<file path="src/rtl/fetch_unit.sv">
// ---------------------------------------------------------------------------
// fetch_unit
//
// Fetch stage in front of decode. Owns the PC and issues word reads to
// instruction memory over a req/gnt/rvalid handshake. Returned words go into
// a small prefetch FIFO, and the head of that FIFO is what decode sees.
// Redirects from decode (taken branch or jal) move the PC and flush the FIFO.
// They also drop every read that was already in flight.
//
// Ports
//   clk, reset    clock, asynchronous active-high reset
//   stallD        decode stall; the FIFO head is held, not consumed
//   pcsrcD        taken branch in decode, target pcbranchD
//   jumpD         jal in decode, target {pcplus4D[31:28], jumpdstD}
//   imem_req      read request valid, with imem_addr (held until imem_gnt)
//   imem_gnt      memory accepts the request this cycle
//   imem_rvalid   read data valid (in issue order), with imem_rdata
//   instrF        instruction to decode; 0 (nop) when empty or redirecting
//   pcplus4F      PC+4 of instrF; 0 when instrF is a bubble
//   emptyF        prefetch FIFO is empty
// ---------------------------------------------------------------------------
module fetch_unit #(
    parameter int          DEPTH    = 4,
    parameter logic [31:0] RESET_PC = 32'h0
) (
    input  logic        clk,
    input  logic        reset,
    input  logic        stallD,
    input  logic        pcsrcD,
    input  logic [31:0] pcbranchD,
    input  logic        jumpD,
    input  logic [27:0] jumpdstD,
    input  logic [31:0] pcplus4D,
    output logic        imem_req,
    output logic [31:0] imem_addr,
    input  logic        imem_gnt,
    input  logic        imem_rvalid,
    input  logic [31:0] imem_rdata,
    output logic [31:0] instrF,
    output logic [31:0] pcplus4F,
    output logic        emptyF
);

    localparam int          AW     = $clog2(DEPTH);
    localparam int          CW     = AW + 1;
    localparam logic [CW:0] DEPTHW = (CW + 1)'(DEPTH);

    logic [31:0]   pc;
    logic [31:0]   dataMem [DEPTH];
    logic [31:0]   pcMem   [DEPTH];
    logic [AW-1:0] rdPtr;
    logic [AW-1:0] wrPtr;
    logic [CW-1:0] count;
    logic [CW-1:0] outstanding;
    logic [CW-1:0] discard;

    logic          redirect;
    logic [31:0]   target;
    logic [CW:0]   occupancy;
    logic          issue;
    logic          push;
    logic          pop;
    logic          empty;
    logic [CW-1:0] outstandingNext;
    logic [CW-1:0] liveInFlight;
    logic [31:0]   liveBytes;
    logic [31:0]   respPcPlus4;

    // Only the region bits of pcplus4D feed the jump target.
    logic          unusedPcBits;
    assign unusedPcBits = ^pcplus4D[27:0];

    // A stalled decode cannot redirect. The request is simply seen again
    // once the stall drops. jal wins over a branch in the same cycle.
    assign redirect = (jumpD | pcsrcD) & ~stallD;
    assign target   = jumpD ? {pcplus4D[31:28], jumpdstD} : pcbranchD;

    // Issue is limited by FIFO entries plus reads in flight. Every returning
    // word then has a slot, so the FIFO can never overflow.
    assign occupancy = {1'b0, count} + {1'b0, outstanding};
    assign imem_req  = ~redirect & (occupancy < DEPTHW);
    assign imem_addr = pc;
    assign issue     = imem_req & imem_gnt;

    assign empty  = (count == '0);
    assign emptyF = empty;
    assign push   = imem_rvalid & ~redirect & (discard == '0);
    assign pop    = ~stallD & ~redirect & ~empty;

    assign outstandingNext = outstanding + CW'(issue) - CW'(imem_rvalid);

    // Reads still in flight that were issued after the last redirect form a
    // contiguous run ending just below pc. The oldest one is returning now,
    // so its address is pc minus four bytes per live read.
    assign liveInFlight = outstanding - discard;
    assign liveBytes    = {{(30 - CW){1'b0}}, liveInFlight, 2'b00};
    assign respPcPlus4  = pc - liveBytes + 32'd4;

    // Output the head, but force a bubble on the redirect cycle. For jal,
    // this kills the wrong-path slot that decode would not clear itself.
    assign instrF   = (~empty & ~redirect) ? dataMem[rdPtr] : 32'h0;
    assign pcplus4F = (~empty & ~redirect) ? pcMem[rdPtr]   : 32'h0;

    // Control state: PC, FIFO pointers and counters, and the count of stale
    // responses still to be dropped. On a redirect, everything in flight
    // becomes stale. A response arriving in that cycle is already dropped
    // and retired in outstandingNext.
    always_ff @(posedge clk or posedge reset) begin
        if (reset) begin
            pc          <= RESET_PC;
            rdPtr       <= '0;
            wrPtr       <= '0;
            count       <= '0;
            outstanding <= '0;
            discard     <= '0;
        end else begin
            outstanding <= outstandingNext;
            if (redirect) begin
                pc      <= target;
                rdPtr   <= '0;
                wrPtr   <= '0;
                count   <= '0;
                discard <= outstandingNext;
            end else begin
                if (issue) begin
                    pc <= pc + 32'd4;
                end
                if (imem_rvalid && (discard != '0)) begin
                    discard <= discard - 1'b1;
                end
                if (push) begin
                    wrPtr <= wrPtr + 1'b1;
                end
                if (pop) begin
                    rdPtr <= rdPtr + 1'b1;
                end
                count <= count + CW'(push) - CW'(pop);
            end
        end
    end

    // FIFO storage. Contents need no reset because count gates visibility.
    always_ff @(posedge clk) begin
        if (push) begin
            dataMem[wrPtr] <= imem_rdata;
            pcMem[wrPtr]   <= respPcPlus4;
        end
    end

endmodule

</file>
<file path="config.mk">
export PLATFORM = sky130hd
export DESIGN_NAME = fetch_unit
export DESIGN_NICKNAME = d
export VERILOG_FILES = /design/src/rtl/fetch_unit.sv
export SDC_FILE = /design/constraint.sdc
export NUM_CORES = 1
export LEC_CHECK = 0
export ABC_AREA = 1
export BUFFER_PORTS_ARGS = -buffer_cell sky130_fd_sc_hd__buf_2
export CAP_MARGIN = 20
export CORE_UTILIZATION = 40
export CTS_BUF_LIST = sky130_fd_sc_hd__clkbuf_4 sky130_fd_sc_hd__clkbuf_8 sky130_fd_sc_hd__clkbuf_16
export CTS_CLUSTER_SIZE = 40
export DETAILED_ROUTE_END_ITERATION = 10
export SYNTH_ARGS = -nofsm -noshare
export SYNTH_HDL_FRONTEND = slang
export SYNTH_SLANG_ARGS = --single-unit
export TNS_END_PERCENT = 100
</file>
<file path="constraint.sdc">
create_clock -name clk -period 6.6 [get_ports clk]
set_input_delay 0.33 -clock clk [delete_from_list [all_inputs] [get_ports clk]]
set_output_delay 0.33 -clock clk [all_outputs]
set_load 0.01 [all_outputs]
</file>
==> flow_summary.json, run 1 <==
{
  "status": "finished, final reports clean",
  "drtIter0Drc": 651,
  "diodes": 0,
  "p_per_area_mw_per_mm2": 473,
  "start_util_pct": 40.9,
  "grt_start_max_net_pins": 93,
  "worstHoldStart": "imem_rdata[23]",
  "postRouteAntennaNets": 0,
  "layout_commonest_cell": "nand2_1",
  "grt_usage_pct": 19.8,
  "seqCellArea_mm2": 0.00882,
  "syn_area_per_cell_um2": 8.92,
  "wl_per_cell_um": 15.9,
  "ctsHoldBuffers": 0,
  "area_delta_synth_final_pct": 16.0,
  "ys_async_sr_fraction_pct": 15.0,
  "drcViolationCount": 0,
  "place_hpwl_um": 26000,
  "cts_root_buf": "clkbuf_16",
  "tritoncts": "yes",
  "final_cell_area_mm2": 0.0185,
  "max_freq_mhz": 257,
  "rows": 72,
  "arrival_ns": 3.56,
  "ctsResizeCount": 0,
  "crit_start": "jumpD",
  "leakage_nw": 8.10,
  "cp_top_family": "buffers and inverters",
  "dpl_cell_area_mm2": 0.0174,
  "drtPass1Iterations": 5,
  "fillers": 3772,
  "ys_seq_elements": 301,
  "clockBufferDepth": 3,
  "viasPerCell": 4.89,
  "grt_pass1_vias": 12000,
  "cp_num_buf_inv": 4,
  "tightest_slew_ns": 1.04,
  "synth-edff-count": 256,
  "antenna_found_initial": 0,
  "final_cell_mix": "376 x nand2_1, 366 x nor2_1, 256 x edfxtp_1",
  "cap_violations": 0,
  "power_frac_seq_pct": 34.4,
  "crit_type": "input port to primary output",
  "syn_nets": 1993,
  "setup_viol": 0,
  "crit_path_cell_trace": "buf_2 > nor2_8 > nor2_8 > inv_2 > nand2_2 > buf_4 > a21oi_1 > buf_2",
  "combPwrFrac_pct": 45.3,
  "vias": 12300,
  "hold_path_class": "input port to flop",
  "wirelength_um": 39900,
  "synth_cell_type_count": 40,
  "fin_skew_ns": 0.0126,
  "setup_tns_ns": 0,
  "grt_first_pass_wirelength_um": 63600,
  "insertion_delay_ns": 0.51,
  "core_mm2": 0.0390,
  "crit_slowest_cell": "nand2_2",
  "cts_sinks": 301,
  "max_slew_margin_pct": 30.4,
  "gp_congestion": 0.864,
  "io_pins": 229,
  "die_w_um": 202,
  "rsz0062_at_grt": "no",
  "ys_seq_area_share_pct": 55.3,
  "die_area_mm2": 0.0407,
  "cp_max_fo": 52,
  "ir_worst_vdd_mv": 0.243,
  "multi_input_area_mm2": 0.00615,
  "power_frac_clock_pct": 20.3,
  "post-cts-setup-buffer-count": 0,
  "fin_cells": 2506,
  "period_minus_slack_ns": 3.89,
  "numCtsBuffers": 34,
  "final_nets": 2173,
  "io_buffers": 200,
  "syn_area_mm2": 0.0159,
  "critPathMaxStageDelay_ns": 0.70,
  "holdWs_ns": 0.0312,
  "crit_required_ns": 6.27,
  "start_kind": "input port",
  "drive_gt1_share_pct": 14.5,
  "finalHoldViolCount": 0,
  "clk_pin_slew_ns": 0.06,
  "die_h_um": 202,
  "intPower_mw": 5.06,
  "period_share_pct": 58.9,
  "grt-ovfl-total": 0,
  "end_kind": "primary output",
  "ys_warn_count": 0,
  "ctsHtreeMaxLevel": 2,
  "synthFlopType": "edfxtp_1",
  "p_total_mw": 8.75,
  "switchingPower_mw": 3.69,
  "synthCells": 1787,
  "placed_cells": 2446,
  "r2r_start": "outstanding[0]$_DFF_PP0_",
  "swShare_pct": 42.1,
  "slew_violations": 0
}
==> Yosys cell counts (5+ instances only) <==
cell type  instances  area (um2)
dfrtp_1           45        1130
o21ai_0          149         746
nor3_1             9        45.0
buf_1              8        30.0
nand2_1          377        1420
a31oi_1            5        31.3
buf_2             30         150
a21oi_1          104         521
inv_1            180         676
a22oi_1            7        52.6
xor2_1            27         236
nand4_1           10        62.6
clkbuf_1          24        90.1
ha_1              72         901
edfxtp_1         256        7690
xnor2_1            5        43.8
nand3_1           58         290
o21ai_1            9        45.0
nor2_1           370        1390
==> power groups by stage <==
stage	combinational, mW	clock [mW]	sequential (mW)
finish	3.97	1.78	3.01
detailed placement	3.98	0	3.04
CTS	3.99	1.83	3.01
global route	4.54	1.89	3.04
floorplan	2.75	0	2.99
global placement	3.90	0	3.04
==> state kept, by name (all words and copies together), names as in the netlist <==
| name | flops |
|---|---|
| wrPtr | 2 |
| outstanding | 3 |
| count | 3 |
| rdPtr | 2 |
| dataMem | 128 |
| pcMem | 128 |
| imem_addr | 32 |
| discard | 3 |
==> per-stage QoR <==
step	util [%]	setup slack [ns]
final	47.4	2.71
after global routing	47.4	2.38
after CTS	47.3	2.62
after detailed placement	44.5	2.62
after global placement	44.5	2.68
after floorplan	-	2.46
==> final cells by class <==
class,count,share of cell area [%]
clock buffer,43,5.10
clock inverter,14,0.643
inverter,184,3.74
multi-input combinational,1234,33.3
sequential,301,47.7
tap,518,3.51
timing repair buffer,212,6.05
==> kinds of logic (layout without fill, tap and decap cells) <==
group	Yosys count	after routing	share of synthesized area [%]
and+or+nand+nor	837	837	21.0
DFF	301	301	55.3
xor gates and xnor gates	32	32	1.76
adders and majority gates	75	75	6.03
buffers and inverters	252	453	6.36
AOI/OAI and AO/OA	290	290	9.61
==> routing by layer <==
metal	vias up	share of wire [%]	GRT usage [%]
met5	-	0	0
met4	0	1.8	5.17
met3	48	4.7	2.96
met2	304	46	32.6
met1	5666	47	27.2
li1	6241	-	-
==> worst paths after layout <==
kind                                        endpoint  slack, ns  cells after the start
setup / recovery                        pcplus4F[24]       2.71                      8
hold / removal              dataMem[0][23]$_DFFE_PP_       0.03                      1
setup reg to reg              pcMem[3][14]$_DFFE_PP_       3.38                     14
hold reg to reg                 wrPtr[1]$_DFFE_PP0P_       0.57                      1
max in group asynchronous  imem_addr[29]$_DFFE_PP0P_       5.89                      4
min in group asynchronous       wrPtr[1]$_DFFE_PP0P_       0.24                      3
(Power assumes the default switching activity.)
==> inputs of run 2 (changes only) <==
clock period = 3.5 ns   (was 6.6 ns; I/O delays follow)
==> flow_summary.json, run 2 (synthesized netlist as in run 1, its figures left out) <==
{
  "status": "finished, final reports clean",
  "placed_cells": 2463,
  "wl_per_cell_um": 15.8,
  "max_slew_margin_pct": 36.5,
  "grt_pass1_vias": 12000,
  "start_util_pct": 40.9,
  "place_hpwl_um": 27100,
  "drcViolationCount": 0,
  "final_cell_area_mm2": 0.0191,
  "drive_gt1_share_pct": 15.0,
  "power_frac_seq_pct": 33.5,
  "die_w_um": 202,
  "critPathMaxStageDelay_ns": 0.40,
  "die_h_um": 202,
  "leakage_nw": 8.38,
  "clockBufferDepth": 3,
  "cp.depth": 14,
  "insertion_delay_ns": 0.51,
  "io_buffers": 200,
  "cp_common_cell": "nand2_1",
  "combPwrFrac_pct": 45.6,
  "ir_worst_vdd_mv": 0.439,
  "antenna_found_initial": 0,
  "viasPerCell": 4.89,
  "cp_top_family": "adder cells",
  "p_per_area_mw_per_mm2": 879,
  "cp_num_buf_inv": 2,
  "cts_sinks": 301,
  "io_pins": 229,
  "start_kind": "flop",
  "crit_slowest_cell": "dfrtp_1",
  "tightest_slew_ns": 0.952,
  "drtPass1Iterations": 5,
  "crit_required_ns": 3.77,
  "whs_path_depth": 5,
  "wirelength_um": 40400,
  "crit_type": "flop to flop",
  "holdWs_ns": 0.0291,
  "rows": 72,
  "fillers": 3683,
  "period_share_pct": 89.5,
  "final_cell_mix": "376 x nand2_1, 366 x nor2_1, 256 x edfxtp_1",
  "vias": 12500,
  "cts_root_buf": "clkbuf_16",
  "tritoncts": "yes",
  "area_delta_synth_final_pct": 20.1,
  "post-cts-setup-buffer-count": 0,
  "max_freq_mhz": 319,
  "ctsResizeCount": 0,
  "grt_first_pass_wirelength_um": 64800,
  "grt_start_max_net_pins": 129,
  "clk_pin_slew_ns": 0.06,
  "drtIter0Drc": 672,
  "hold_path_class": "input port to flop",
  "slew_violations": 0,
  "grt_usage_pct": 20.0,
  "cp_max_fo": 4,
  "dpl_cell_area_mm2": 0.0176,
  "crit_path_cell_trace": "inv_1 > ha_1 > inv_1 > fa_1 > xnor2_1 > ha_1 > ha_1 > nand2_1 > o21ai_1 > nand2_1 > nand2_1 > nand2_1 > nand2_1 > xor2_1",
  "numCtsBuffers": 35,
  "fin_skew_ns": 0.0135,
  "rsz0062_at_grt": "no",
  "switchingPower_mw": 7.05,
  "die_area_mm2": 0.0407,
  "r2r_cells": 14,
  "arrival_ns": 3.40,
  "ctsHtreeMaxLevel": 2,
  "dp_slack_ns": 0.412,
  "gp_congestion": 0.876,
  "end_kind": "flop",
  "finalHoldViolCount": 0,
  "fin_cells": 2560,
  "diodes": 0,
  "final_nets": 2226,
  "cap_violations": 0,
  "postRouteAntennaNets": 0,
  "intPower_mw": 9.78,
  "power_frac_clock_pct": 20.9,
  "ctsHoldBuffers": 37,
  "setup_slack_ns": 0.367,
  "layout_commonest_cell": "nand2_1",
  "period_minus_slack_ns": 3.13,
  "setup_viol": 0,
  "core_mm2": 0.0390,
  "swShare_pct": 41.9,
  "grt-ovfl-total": 0
}
-- run 2: stage by stage --
stage,power (mW),utilization [%],setup TNS (ns)
floorplan,10.8,-,-163.91
CTS,16.9,49.0,0
finish,16.8,49.1,0
detailed placement,13.3,45.2,0
global route,18.2,49.1,0
global placement,13.2,45.2,0
-- run 2: cell type report --
type / count / area [um2] / area share, %
Inverter: 184 / 691 / 3.61
Timing Repair Buffer: 264 / 1720 / 9.01
Clock buffer: 41 / 921 / 4.81
Clock inverter: 18 / 190 / 0.994
Multi-Input combinational cell: 1234 / 6150 / 32.1
Sequential cell: 301 / 8820 / 46.1
Tap cell: 518 / 648 / 3.39
-- run 2: final timing paths --
| check | start | end | slack [ns] |
|---|---|---|---|
| setup / recovery | outstanding[0]$_DFF_PP0_ | pcMem[3][17]$_DFFE_PP_ | 0.37 |
| hold / removal | pcbranchD[5] | imem_addr[5]$_DFFE_PP0P_ | 0.03 |
| min in group asynchronous | reset | imem_addr[4]$_DFFE_PP0P_ | 0.12 |
| max in group asynchronous | reset | rdPtr[0]$_DFFE_PP0P_ | 2.91 |
| hold reg to reg | wrPtr[0]$_DFFE_PP0P_ | wrPtr[0]$_DFFE_PP0P_ | 0.56 |
| setup reg to reg | outstanding[0]$_DFF_PP0_ | pcMem[3][17]$_DFFE_PP_ | 0.37 |
-- run 2: power groups by stage --
| stage | clock, mW | sequential, mW | combinational, mW |
|---|---|---|---|
| after floorplan | 0 | 5.64 | 5.18 |
| after global placement | 0 | 5.70 | 7.49 |
| after detailed placement | 0 | 5.71 | 7.64 |
| after CTS | 3.59 | 5.64 | 7.71 |
| after global routing | 3.72 | 5.70 | 8.75 |
| final | 3.52 | 5.64 | 7.67 |
-- run 2: routing by layer --
layer | up-vias | routed length [um] | track usage, %
met5 | - | 0 | 0
met4 | 0 | 956 | 5.47
met3 | 59 | 1870 | 2.75
met2 | 325 | 18300 | 32.1
met1 | 5786 | 19300 | 28.2
li1 | 6349 | - | -
-- run 2: tightest hold or removal path, stage by stage --
cell and delay [ns]:
buf_2 0.10, nand2_1 0.05, nand2_1 0.04, nand2_1 0.06
a31oi_1 0.07
==> inputs of run 3 (changes only) <==
ABC_AREA = not set   (was 1)
TNS_END_PERCENT = 5   (was 100)
==> flow_summary.json, run 3 <==
{
  "r2r_cells": 15,
  "drive_gt1_share_pct": 29.2,
  "postRouteAntennaNets": 0,
  "hold_path_class": "input port to flop",
  "ys_top_cells_by_area": "edfxtp_1 52%, mux4_2 9.8%, dfrtp_1 7.7%",
  "grt_start_max_net_pins": 48,
  "whs_path_depth": 3,
  "ir_worst_vdd_mv": 0.400,
  "grt_first_pass_wirelength_um": 50700,
  "core_mm2": 0.0359,
  "crit_slowest_cell": "fa_2",
  "clockBufferDepth": 3,
  "cts_sinks": 301,
  "syn_area_mm2": 0.0147,
  "slew_violations": 0,
  "die_w_um": 194,
  "io_buffers": 200,
  "end_kind": "flop",
  "final_nets": 1537,
  "insertion_delay_ns": 0.52,
  "max_slew_margin_pct": 41.5,
  "numCtsBuffers": 34,
  "p_per_area_mw_per_mm2": 727,
  "crit_required_ns": 3.75,
  "synth_cell_type_count": 55,
  "final_cell_area_mm2": 0.0186,
  "power_frac_clock_pct": 25.0,
  "cap_violations": 0,
  "rsz0062_at_grt": "yes",
  "intPower_mw": 9.07,
  "finalHoldViolCount": 1,
  "period_minus_slack_ns": 3.37,
  "syn_area_per_cell_um2": 14.4,
  "viasPerCell": 5.07,
  "synthTopCellsByCount": "256 x edfxtp_1, 72 x ha_1, 69 x nor2b_1",
  "synth_top_area_cell": "edfxtp_1",
  "multi_input_area_mm2": 0.00571,
  "violations": "negative hold slack",
  "crit_path_cell_trace": "inv_1 > ha_1 > inv_1 > fa_2 > inv_1 > ha_4 > ha_4 > o211ai_1 > a21oi_1 > buf_4 > a211oi_4 > a311oi_2 > a31oi_2 > a21oi_2 > xnor2_2",
  "grt_usage_pct": 17.1,
  "synthCells": 1019,
  "fillers": 3097,
  "synthFlopType": "edfxtp_1",
  "ys_seq_elements": 301,
  "power_frac_seq_pct": 36.8,
  "clk_pin_slew_ns": 0.05,
  "arrival_ns": 3.62,
  "holdWs_ns": -0.000933,
  "synth_top_area_share_pct": 52.2,
  "max_freq_mhz": 296,
  "finish.utilization_pct": 51.7,
  "cp_common_cell": "inv_1",
  "grt_pass1_vias": 9474,
  "critPathMaxStageDelay_ns": 0.51,
  "io_pins": 229,
  "tritoncts": "yes",
  "cts_root_buf": "clkbuf_16",
  "die_h_um": 194,
  "ys_async_sr_fraction_pct": 15.0,
  "rows": 69,
  "fin_skew_ns": 0.0221,
  "period_share_pct": 96.4,
  "grt-ovfl-total": 0,
  "dpl_cell_area_mm2": 0.0164,
  "synth-edff-count": 256,
  "leakage_nw": 7.18,
  "wl_per_cell_um": 17.6,
  "diodes": 0,
  "final_cell_mix": "256 x edfxtp_1, 200 x buf_2, 85 x dlygate4sd3_1",
  "combPwrFrac_pct": 38.2,
  "swShare_pct": 32.8,
  "status": "finished with violations",
  "seqCellArea_mm2": 0.00882,
  "drtIter0Drc": 443,
  "ys_warn_count": 0,
  "drcViolationCount": 0,
  "wirelength_um": 31900,
  "antenna_found_initial": 0,
  "ctsHtreeMaxLevel": 2,
  "setup_viol": 0,
  "die_area_mm2": 0.0376,
  "start_kind": "flop",
  "cp_max_fo": 4,
  "place_hpwl_um": 21500,
  "switchingPower_mw": 4.43,
  "drtPass1Iterations": 4,
  "vias": 9201,
  "syn_nets": 1225,
  "area_delta_synth_final_pct": 26.3,
  "tightest_slew_ns": 0.873,
  "layout_commonest_cell": "edfxtp_1",
  "synth.most_common_cell": "edfxtp_1",
  "start_util_pct": 41.0,
  "crit_type": "flop to flop",
  "gp_congestion": 0.813,
  "ys_seq_area_share_pct": 59.9
}
run 3: cell type report:
| type | count | area share, % |
|---|---|---|
| Sequential cell | 301 | 47.5 |
| Timing Repair Buffer | 320 | 11.8 |
| Clock inverter | 20 | 0.916 |
| Inverter | 54 | 1.09 |
| Tap cell | 461 | 3.11 |
| Multi-Input combinational cell | 620 | 30.7 |
| Clock buffer | 39 | 4.88 |
run 3: worst max-delay path: cells and delay by family (launching register included):
kind                       cells  cell delay, ns
buffers and inverters          4            0.33
adders and majority gates      4            1.13
AOI/OAI and AO/OA              6            1.12
xor gates and xnor gates       1            0.17
DFF                            1            0.37
run 3: through the flow:
| step | setup slack (ns) | TNS, ns | power [mW] | std cells |
|---|---|---|---|---|
| final | 0.127 | 0 | 13.5 | 1815 |
| after global placement | -0.0889 | -1.30 | 9.67 | 1668 |
| after detailed placement | -0.136 | -2.42 | 9.74 | 1668 |
| after CTS | 0.00444 | 0 | 13.3 | 1812 |
| after global routing | -0.0560 | -0.422 | 14.3 | 1815 |
| after floorplan | 0.229 | 0 | 8.09 | 1019 |
run 3: power groups by stage:
stage | clock network (mW) | registers [mW] | logic (mW)
after floorplan | 0 | 4.98 | 3.12
after global placement | 0 | 5.03 | 4.65
after detailed placement | 0 | 5.04 | 4.69
after CTS | 3.47 | 4.97 | 4.84
after global routing | 3.60 | 5.01 | 5.67
final | 3.38 | 4.96 | 5.16
run 3: metal layers:
metal | wire length (um) | up-vias | track usage (%)
met5 | 0 | - | 0
met4 | 489 | 0 | 3.82
met3 | 1450 | 39 | 2.80
met2 | 15300 | 233 | 28.8
met1 | 14600 | 4492 | 23.2
li1 | - | 4437 | -
run 3: path summary, 6_finish.rpt:
path / startpoint / endpoint / slack, ns
max in group asynchronous: reset / imem_addr[14]$_DFFE_PP0P_ / 2.46
worst min-delay path: pcplus4D[31] / imem_addr[31]$_DFFE_PP0P_ / -0.0009
worst max-delay path: outstanding[0]$_DFF_PP0_ / pcMem[2][31]$_DFFE_PP_ / 0.13
worst min register to register: wrPtr[1]$_DFFE_PP0P_ / wrPtr[1]$_DFFE_PP0P_ / 0.59
worst max register to register: outstanding[0]$_DFF_PP0_ / pcMem[2][31]$_DFFE_PP_ / 0.13
min in group asynchronous: reset / imem_addr[0]$_DFFE_PP0P_ / 0.30
run 3: logic make-up after synthesis:
| group | synth area share [%] |
|---|---|
| flip-flops | 59.9 |
| AO/OA/AOI/OAI | 6.47 |
| multiplexers | 11.8 |
| adder cells (fa/ha/maj) | 6.53 |
| XOR/XNOR | 3.81 |
| buffers and inverters | 2.60 |
| AND/OR/NAND/NOR | 8.84 |
run 3: timing repair:
| action | in CTS | in global routing |
|---|---|---|
| endpoints found under the setup margin | 24 | 68 |
| hold endpoints to repair | 177 | 0 |
| buffers inserted | 0 | 3 |
| resized for setup | 8 | 24 |
| pin swaps | 1 | 16 |
| hold buffers | 85 | 0 |
